### src/rtl/clock_ctrl_pkg.sv
// Shared encodings, field widths and limits for the clock timekeeping block.
// Latency: n/a (constants and one pure function).
// Backpressure: n/a.
package clock_ctrl_pkg;

    localparam int HR_W   = 5;
    localparam int MIN_W  = 6;
    localparam int SEC_W  = 6;
    localparam int MODE_W = 2;

    // Mode register encodings; 2'd3 is never produced.
    localparam logic [MODE_W-1:0] MODE_RUN     = 2'd0;
    localparam logic [MODE_W-1:0] MODE_SET_HR  = 2'd1;
    localparam logic [MODE_W-1:0] MODE_SET_MIN = 2'd2;

    localparam logic [HR_W-1:0]  HR_MAX  = 5'd23;
    localparam logic [MIN_W-1:0] MIN_MAX = 6'd59;
    localparam logic [SEC_W-1:0] SEC_MAX = 6'd59;

    // Increment with wrap to zero after max (used for the 0..59 fields).
    function automatic logic [5:0] inc_wrap6(input logic [5:0] v, input logic [5:0] max);
        return (v == max) ? 6'd0 : v + 6'd1;
    endfunction

endpackage

### src/rtl/btn_sync_edge.sv
// Synchronises a raw asynchronous button and emits a one-cycle rising-edge pulse.
// Latency: pulse is high in the cycle after the 2nd sampling edge (acts on the 3rd edge).
// Backpressure: none; a held button yields exactly one pulse.
//
// Ports:
//   clk    in  system clock
//   rst    in  asynchronous active-high reset
//   btn_in in  raw button level, asynchronous to clk
//   pulse  out one-cycle pulse on a synchronised rising edge
module btn_sync_edge (
    input  logic clk,
    input  logic rst,
    input  logic btn_in,
    output logic pulse
);

    logic sync1;
    logic sync2;
    logic hist;

    always_ff @(posedge clk or posedge rst) begin
        if (rst) begin
            sync1 <= 1'b0;
            sync2 <= 1'b0;
            hist  <= 1'b0;
        end else begin
            sync1 <= btn_in;
            sync2 <= sync1;
            hist  <= sync2;
        end
    end

    // Pulse is internal only; the consumer registers everything it drives out.
    assign pulse = sync2 & ~hist;

endmodule

### src/rtl/clock_time_ctrl.sv
// hh:mm:ss timekeeper with 1 Hz prescaler and RUN/SET_HR/SET_MIN button control.
// Latency: tick and time fields update on the same edge; button action on the 3rd edge after sampling.
// Backpressure: none; buttons are edge-detected, mode change wins over a same-cycle increment.
//
// Ports:
//   clk, rst          clock and asynchronous active-high reset
//   btn_mode, btn_inc raw asynchronous push-buttons
//   hours/minutes/seconds  binary time fields
//   mode              0=RUN 1=SET_HR 2=SET_MIN
//   tick_1hz          one-cycle pulse every TICKS_PER_SEC cycles
//   blink             blink enable for the field being set
module clock_time_ctrl
    import clock_ctrl_pkg::*;
#(
    parameter int TICKS_PER_SEC = 100_000_000
) (
    input  logic              clk,
    input  logic              rst,
    input  logic              btn_mode,
    input  logic              btn_inc,
    output logic [HR_W-1:0]   hours,
    output logic [MIN_W-1:0]  minutes,
    output logic [SEC_W-1:0]  seconds,
    output logic [MODE_W-1:0] mode,
    output logic              tick_1hz,
    output logic              blink
);

    localparam int              PW       = $clog2(TICKS_PER_SEC);
    localparam logic [PW-1:0]   PRE_LAST = PW'(TICKS_PER_SEC - 1);

    logic [PW-1:0] pre;
    logic          pre_wrap;
    logic          mode_pulse;
    logic          inc_pulse;

    btn_sync_edge u_mode_btn (
        .clk    (clk),
        .rst    (rst),
        .btn_in (btn_mode),
        .pulse  (mode_pulse)
    );

    btn_sync_edge u_inc_btn (
        .clk    (clk),
        .rst    (rst),
        .btn_in (btn_inc),
        .pulse  (inc_pulse)
    );

    // Registered tick follows the cycle in which the prescaler holds its last value,
    // so time fields advance on the same edge that raises tick_1hz.
    assign pre_wrap = (pre == PRE_LAST);

    always_ff @(posedge clk or posedge rst) begin
        if (rst) begin
            pre      <= '0;
            tick_1hz <= 1'b0;
            hours    <= '0;
            minutes  <= '0;
            seconds  <= '0;
            mode     <= MODE_RUN;
            blink    <= 1'b0;
        end else begin
            tick_1hz <= pre_wrap;
            pre      <= pre_wrap ? '0 : pre + 1'b1;

            if (mode_pulse) begin
                // Mode change takes priority; a same-cycle increment is dropped.
                case (mode)
                    MODE_RUN: begin
                        mode  <= MODE_SET_HR;
                        blink <= 1'b1;
                    end
                    MODE_SET_HR: begin
                        mode  <= MODE_SET_MIN;
                        blink <= 1'b1;
                    end
                    default: begin
                        // Leaving set mode restarts the second from zero.
                        mode    <= MODE_RUN;
                        blink   <= 1'b0;
                        seconds <= '0;
                        pre     <= '0;
                    end
                endcase
            end else begin
                case (mode)
                    MODE_RUN: begin
                        if (pre_wrap) begin
                            seconds <= inc_wrap6(seconds, SEC_MAX);
                            if (seconds == SEC_MAX) begin
                                minutes <= inc_wrap6(minutes, MIN_MAX);
                                if (minutes == MIN_MAX) begin
                                    hours <= (hours == HR_MAX) ? '0 : hours + 1'b1;
                                end
                            end
                        end
                    end
                    MODE_SET_HR: begin
                        if (inc_pulse) begin
                            hours <= (hours == HR_MAX) ? '0 : hours + 1'b1;
                        end
                        if (pre_wrap) begin
                            blink <= ~blink;
                        end
                    end
                    default: begin
                        if (inc_pulse) begin
                            minutes <= inc_wrap6(minutes, MIN_MAX);
                        end
                        if (pre_wrap) begin
                            blink <= ~blink;
                        end
                    end
                endcase
            end
        end
    end

endmodule

### config.mk
export PLATFORM = sky130hd
export DESIGN_NAME = clock_time_ctrl
export DESIGN_NICKNAME = d
export VERILOG_FILES = /design/src/rtl/clock_ctrl_pkg.sv /design/src/rtl/btn_sync_edge.sv /design/src/rtl/clock_time_ctrl.sv
export SDC_FILE = /design/constraint.sdc
export NUM_CORES = 1
export LEC_CHECK = 0
export ABC_AREA = 1
export CAP_MARGIN = 20
export CORE_MARGIN = 2
export CORE_UTILIZATION = 50
export DETAILED_ROUTE_END_ITERATION = 16
export DONT_BUFFER_PORTS = 1
export HOLD_SLACK_MARGIN = 0.06
export RECOVER_POWER = 50
export SYNTH_ARGS = -nofsm -noshare
export SYNTH_HDL_FRONTEND = slang
export SYNTH_HIERARCHICAL = 1
export SYNTH_SLANG_ARGS = --single-unit
### constraint.sdc
create_clock -name clk -period 2 [get_ports clk]
set_input_delay 0.1 -clock clk [delete_from_list [all_inputs] [get_ports clk]]
set_output_delay 0.1 -clock clk [all_outputs]
set_load 0.05 [all_outputs]
==> results of run 1 <==
## sequential cells by signal, indices dropped and copies added (netlist names)
register and count:
pre 27, minutes 6, u_mode_btn/sync1 1, blink 1
u_inc_btn/sync1 1, u_inc_btn/hist 1, seconds 6, u_mode_btn/sync2 1
u_mode_btn/hist 1, mode 2, hours 5, tick_1hz 1
u_inc_btn/sync2 1
## critical path: cells and delay by family (launching register included)
kind / cells / cell delay [ps]
DFF: 1 / 380
adders and majority gates: 1 / 190
and+or+nand+nor: 9 / 1080
## cell usage in the layout, fill, tap and decap left out, types with 6 or more instances in the layout
cell type                 instances
sky130_fd_sc_hd__buf_4           18
sky130_fd_sc_hd__dfrtp_1         54
sky130_fd_sc_hd__nand2_1        130
sky130_fd_sc_hd__nand3_1         37
sky130_fd_sc_hd__nor3_1           9
sky130_fd_sc_hd__a21oi_1         14
sky130_fd_sc_hd__nor2_2          10
sky130_fd_sc_hd__o21ai_0          6
sky130_fd_sc_hd__nor2_1          90
sky130_fd_sc_hd__inv_1           41
sky130_fd_sc_hd__nand2_2          6
sky130_fd_sc_hd__xor2_1           7
## layout make-up
class	instances	area, um^2	share of cell area
multi-input combinational	341	1609	0.4583
sequential	54	1351	0.3849
timing repair buffer	26	200.2	0.05702
inverter	43	161.4	0.04597
tap	75	93.84	0.02673
clock buffer	5	68.82	0.01960
clock inverter	3	26.28	0.007484
## cell families after synthesis
group,after synthesis
buffers and inverters,47
AO/OA/AOI/OAI,22
AND/OR/NAND/NOR,307
flip-flops,54
XOR/XNOR,8
adder cells (fa/ha/maj),4
## per-layer routing
metal | up-vias | global-route usage
met5 | - | 0
met4 | 0 | 0.04252
met1 | 1261 | 0.3145
li1 | 1449 | -
met2 | 59 | 0.3196
met3 | 6 | 0.03561
## per-stage QoR
stage	power, mW	area [um^2]
global route	3.456	3511
floorplan	2.342	3157
finish	3.223	3511
CTS	3.261	3526
detailed placement	2.611	3401
global placement	2.599	3401
## worst max path at each step
stage | from | end | depth (start not counted)
after global placement | pre[0] | minutes[5] | 10
after detailed placement | pre[0] | minutes[5] | 10
final | pre[0] | minutes[5] | 10
after floorplan | minutes[0] | hours[2] | 8
after CTS | pre[0] | minutes[5] | 10
after global routing | pre[0] | minutes[2] | 10
## where the power goes
part | internal [mW] | total, mW | switching (mW) | leakage [nW]
Clock | 0.254 | 0.640 | 0.387 | 0.0483
Combinational | 0.349 | 1.13 | 0.783 | 0.909
Sequential | 1.26 | 1.45 | 0.191 | 0.715
Total | 1.86 | 3.22 | 1.36 | 1.67
## what timing repair did
item,CTS,global route
endpoints found under the setup margin,0,0
hold buffers,3,0
buffers inserted,0,0
endpoints found under the hold margin,31,0
==> impl_metrics.csv, run 1 <==
group,metric,value,unit
worst_setup_path,slowest_delay,380,ps
drt,wl,6775,um
logic_synthesis,synth_seq_area_share,0.4281,
sta,timing_hold_violations_final,0,
logic_synthesis,yosys.cell_count.top_type,"sky130_fd_sc_hd__nand2_1",
clock_network,post_cts_resized,0,
floorplan,die_y,83.46,um
global_routing,first_global_vias,2605,
pwr,power.density_cell_area,917.9,mW/mm^2
placement,pre_cts_ws,279.2,ps
layout,final-instance-count-excl-fill,547,
global_routing,grtUsageTotal,0.2092,
sta,worst_slew_margin_rel,0.3505,
layout,area_delta_synth_final,11.22,%
logic_synthesis,combinational_family_with_the_most_area_after_synthesis,"simple AND/OR/NAND/NOR gates",
clock_network,cts_made_buffers,5,
drt,ant_nets_after_route,0,
placement,estimated_wirelength_of_the_detail_placed_design,5181,um
logic_synthesis,synth_compound_area_frac,0.03646,
worst_hold_path,class_of_the_tightest_hold_or_removal_check,"primary input to async pin",
worst_setup_path,r2r_end,"minutes[5]",
worst_setup_path,timing.critical_path.arrival,1960,ps
drt,drt_first_iter_violations,235,
pwr,vdd.ir_drop.worst,0.7122,mV
global_routing,grt_pass1_wl,12040,um
sta,post_route_skew,9.828,ps
clock_network,clk_transition_reported_paths,100,ps
logic_synthesis,post_synth_mux_area_share,0,
clock_network,cts_root_buffer,"sky130_fd_sc_hd__clkbuf_8",
logic_synthesis,ys.warnings.count,6,
drt,routed_via_density,5.073,
status,run_status,"completed",
sta,share_of_the_cycle_needed_by_the_critical_path_after_routing,0.8722,
worst_setup_path,critical_path.reg2reg.startpoint,"pre[0]",
clock_network,clk_latency,320,ps
logic_synthesis,yosys.area_share.xor_xnor,0.02220,
worst_setup_path,worstSetupEndpointType,"register",
logic_synthesis,synth_top_cell_by_area,"sky130_fd_sc_hd__dfrtp_1",
global_routing,grt_antenna_before_repair,0,
floorplan,row_count,28,
sta,period_minus_slack,1744,ps
logic_synthesis,synth_ff_type,"sky130_fd_sc_hd__dfrtp_1",
layout,number_of_diodes_added_for_antenna_fixing,0,
sta,rsz0062_at_grt,"no",
floorplan,floorplan.initialDensity,0.5239,
logic_synthesis,synth_common_cells,"sky130_fd_sc_hd__nand2_1, sky130_fd_sc_hd__nor2_1, sky130_fd_sc_hd__dfrtp_1, sky130_fd_sc_hd__inv_1, sky130_fd_sc_hd__nand3_1",
logic_synthesis,synth_simple_gate_area_frac,0.4352,
drt,top_layer_used,"met4",
drt,met3_length,311,um
worst_setup_path,worstSetupPathType,"register to register",
sta,slew_violations,0,
clock_network,cts_num_sinks,54,
clock_network,cts-root-to-sink-buffers,2,
worst_setup_path,critical_path.cell_chain,"ha_1, nand2_1, nor2_2, nand2_4, nor2_4, nand2_4, nand2_4, nand2_1, nand2_1, nand2_1",
sta,setup_violations,0,
placement,placed_cells,536,
sta,worst_slew_pin_slew,973.2,ps
worst_setup_path,crit_path_top_delay_cell,"sky130_fd_sc_hd__dfrtp_1",
logic_synthesis,postSynth.asyncResetShare,1.000,
layout,filler_cell_count,593,
global_routing,grt_overflow,0,
sta,worst_slack,255.6,ps
placement,portBuffers,0,
clock_network,htree_levels,2,
floorplan,ios,25,
logic_synthesis,synth.area.top_cells,"sky130_fd_sc_hd__dfrtp_1, sky130_fd_sc_hd__nand2_1, sky130_fd_sc_hd__nor2_1",
drt,wl_per_cell,12.39,um
drt,dr_wl_met2,2903,um
sta,max_clock_freq,573.3,MHz
drt,wl_met1,3497,um
worst_setup_path,start_kind,"register",
logic_synthesis,post-synth-top-area-fraction,0.4281,
worst_setup_path,worst_reg2reg_path_depth,10,
sta,whs,126.0,ps
layout,utilization,0.5826,
drt,detailroute.via_count,2775,
logic_synthesis,area_of_the_mapped_netlist,0.003157,mm^2
floorplan,design.die.area,0.006965,mm^2
logic_synthesis,ys_ff_latch,54,
global_routing,grt_start_max_net_pins,26,
clock_network,cts_tree,"yes",
drt,post-route-drc-count,0,
logic_synthesis,synthesis.nets,450,
layout,final_layout_size_suffix_gt1_frac,0.1292,
worst_setup_path,cp_max_fo,13,
pwr,power_leakage,1.673,nW
sta,timing.setup.tns,0,ps
logic_synthesis,post_synth.cell_area_avg,7.142,um^2
floorplan,core,0.006026,mm^2
placement,final_weighted_congestion_in_routability_driven_placement,0.8354,
logic_synthesis,number_of_flops_mapped_to_enable_cells_by_yosys,0,
logic_synthesis,synthCells,442,
worst_setup_path,worst_ep_required_time,2220,ps
floorplan,die_extent_in_x,83.46,um
layout,fin_nets,479,
logic_synthesis,synth_cell_types,28,
worst_setup_path,worst-r2r-setup-slack,260,ps
flow_run,max-cap-violations,0,
drt,drt-pass1-iter-count,5,
worst_setup_path,critical-path-top-cell-by-count,"sky130_fd_sc_hd__nand2_1",
logic_synthesis,synth_fa_ha_area_frac,0.01585,
No activity file was read; power rests on OpenSTA's default activity.
==> run 2, diff against run 1 <==
Settings changed: BUFFER_PORTS_ARGS set to -buffer_cell sky130_fd_sc_hd__buf_2, DONT_BUFFER_PORTS 1 to not set, PLACE_DENSITY set to 0.68.
==> run 2 against run 1 <==
Register-to-register slack gained 20 ps. Largest power group unchanged. Sequential power is essentially flat. Routed wire length shrank 1.3%. Cell area shrank 0.75%. First-iteration DRC count shrank 27%. Worst hold slack gained 60 ps. Combinational power is essentially flat. Highest routed layer unchanged. Sequential share of layout area grew 0.29 points.
==> impl_metrics.csv, run 2 (synthesis results as in run 1) <==
group,metric,value,unit
layout,largestRegisters,"pre: 27 flops, minutes: 6 flops, seconds: 6 flops",
global_routing,grt_overflow,0,
floorplan,die_extent_in_x,83.46,um
drt,drt-pass1-iter-count,5,
sta,setup_violations,0,
placement,final_weighted_congestion_in_routability_driven_placement,0.8837,
global_routing,grt_pass1_wl,12330,um
sta,timing_hold_violations_final,0,
worst_setup_path,cp_max_fo,13,
drt,ant_nets_after_route,0,
layout,max_reg_flops,27,
global_routing,grt_use_met1,0.3110,
worst_setup_path,worst_ep_required_time,2210,ps
sta,period_minus_slack,1728,ps
global_routing,global_routing_s_busiest_layer,"met2",
sta,post_route_skew,8.314,ps
pwr,totalPowerFinal,3.224,mW
drt,wl,6684,um
sta,worst_slew_margin_rel,0.2147,
clock_network,clk_transition_reported_paths,100,ps
sta,worst_slew_pin_slew,1178,ps
sta,slew_violations,0,
layout,final_layout_size_suffix_gt1_frac,0.1363,
placement,placed_cells,541,
layout,final-instance-count-excl-fill,552,
worst_setup_path,worstSetupEndpointType,"register",
worst_setup_path,start_kind,"register",
pwr,power.density_cell_area,925.2,mW/mm^2
sta,timing.setup.tns,0,ps
worst_setup_path,worstSetupStartpoint,"pre[0]",
status,run_status,"completed",
global_routing,grtUsageMet3,0.03561,
pwr,vdd.ir_drop.worst,0.7268,mV
global_routing,grt_antenna_before_repair,0,
worst_setup_path,worstSetupPathType,"register to register",
flow_run,max-cap-violations,0,
global_routing,first_global_vias,2695,
floorplan,die_y,83.46,um
clock_network,cts_made_buffers,5,
placement,estimated_wirelength_of_the_detail_placed_design,5003,um
layout,fin_nets,484,
floorplan,core,0.006026,mm^2
layout,final_cell_mix,"sky130_fd_sc_hd__nand2_1, sky130_fd_sc_hd__nor2_1, sky130_fd_sc_hd__dfrtp_1, sky130_fd_sc_hd__inv_1, sky130_fd_sc_hd__nand3_1",
drt,post-route-drc-count,0,
drt,routed_via_density,5.076,
pwr,power_leakage,1.689,nW
layout,layout.cells.most_common,"sky130_fd_sc_hd__nand2_1",
clock_network,post_cts.repair.setup_buffers,0,
layout,area_delta_synth_final,10.38,%
clock_network,cts_tree,"yes",
worst_setup_path,timing.critical_path.arrival,1940,ps
clock_network,htree_levels,2,
sta,max_clock_freq,578.9,MHz
worst_hold_path,class_of_the_tightest_hold_or_removal_check,"primary input to async pin",
layout,number_of_diodes_added_for_antenna_fixing,0,
placement,portBuffers,24,
floorplan,row_count,28,
drt,detailroute.via_count,2802,
worst_setup_path,critical_path.reg2reg.startpoint,"pre[0]",
global_routing,grt_start_max_net_pins,48,
floorplan,design.die.area,0.006965,mm^2
global_routing,grtUsageTotal,0.2139,
layout,register_bank_with_the_most_flops,"pre",
sta,rsz0062_at_grt,"no",
clock_network,cts_num_sinks,54,
clock_network,cts_root_buffer,"sky130_fd_sc_hd__clkbuf_8",
clock_network,cts-root-to-sink-buffers,2,
sta,share_of_the_cycle_needed_by_the_critical_path_after_routing,0.8638,
global_routing,grtUsageMet2,0.3306,
clock_network,clk_latency,310,ps
drt,drt_first_iter_violations,171,
floorplan,floorplan.initialDensity,0.5239,
drt,wl_per_cell,12.11,um
floorplan,ios,25,
run 2: cell count changes in the layout (fill, tap and decap cells not counted), sizes merged:
cell      change
buf           +4
clkinv        -3
clkbuf        +2
clkinvlp      +1
inv           +1
run 2: layout make-up:
class | count | area (um^2)
fill | 609 | 2541
multi-input combinational | 341 | 1607
sequential | 54 | 1351
timing repair buffer | 31 | 172.7
inverter | 43 | 161.4
tap | 75 | 93.84
clock buffer | 6 | 82.58
clock inverter | 2 | 16.27
run 2: metrics by stage:
stage                     setup slack (ps)    util  hold slack, ps  cell area [um^2]
after floorplan                      187.9       -          -146.4              3157
after global placement               334.0  0.5586          -34.34              3366
after detailed placement             278.4  0.5586          -32.79              3366
after CTS                            258.0  0.5799           171.8              3495
after global routing                 107.0  0.5783           203.6              3485
final                                272.5  0.5783           185.9              3485
run 2: report_power, final:
part,switching [mW],internal [mW]
clock network,0.392,0.286
logic,0.792,0.307
registers,0.185,1.26
run 2: worst paths after layout:
kind	end	slack [ps]	depth (start not counted)
max	minutes[4]	270	10
min	hours[4]	190	3
max reg2reg	minutes[4]	270	10
min reg2reg	u_inc_btn/sync2	360	0
max in group asynchronous	pre[21]	520	4
min in group clk	u_inc_btn/sync2	360	0
run 2: timing repair:
action	CTS	global route
endpoints found under the setup margin	0	0
endpoints found under the hold margin	56	0
hold buffers	3	0
gates resized for setup	0	0
run 2: critical path, stage by stage (launching register included):
cell and delay (ps):
sky130_fd_sc_hd__dfrtp_1 380, sky130_fd_sc_hd__ha_1 190, sky130_fd_sc_hd__nand2_1 90, sky130_fd_sc_hd__nor2_2 150, sky130_fd_sc_hd__nand2_4 120, sky130_fd_sc_hd__nor2_4 150
sky130_fd_sc_hd__nand2_4 80, sky130_fd_sc_hd__nand2_4 140, sky130_fd_sc_hd__nand2_1 170, sky130_fd_sc_hd__nand2_1 110, sky130_fd_sc_hd__nand2_1 50
run 2: per-layer routing:
| layer | share of wire | routed length, um |
|---|---|---|
| met1 | 0.50 | 3364 |
| met3 | 0.038 | 254 |
| met4 | 0.019 | 129 |
| met2 | 0.44 | 2935 |
| met5 | 0 | 0 |
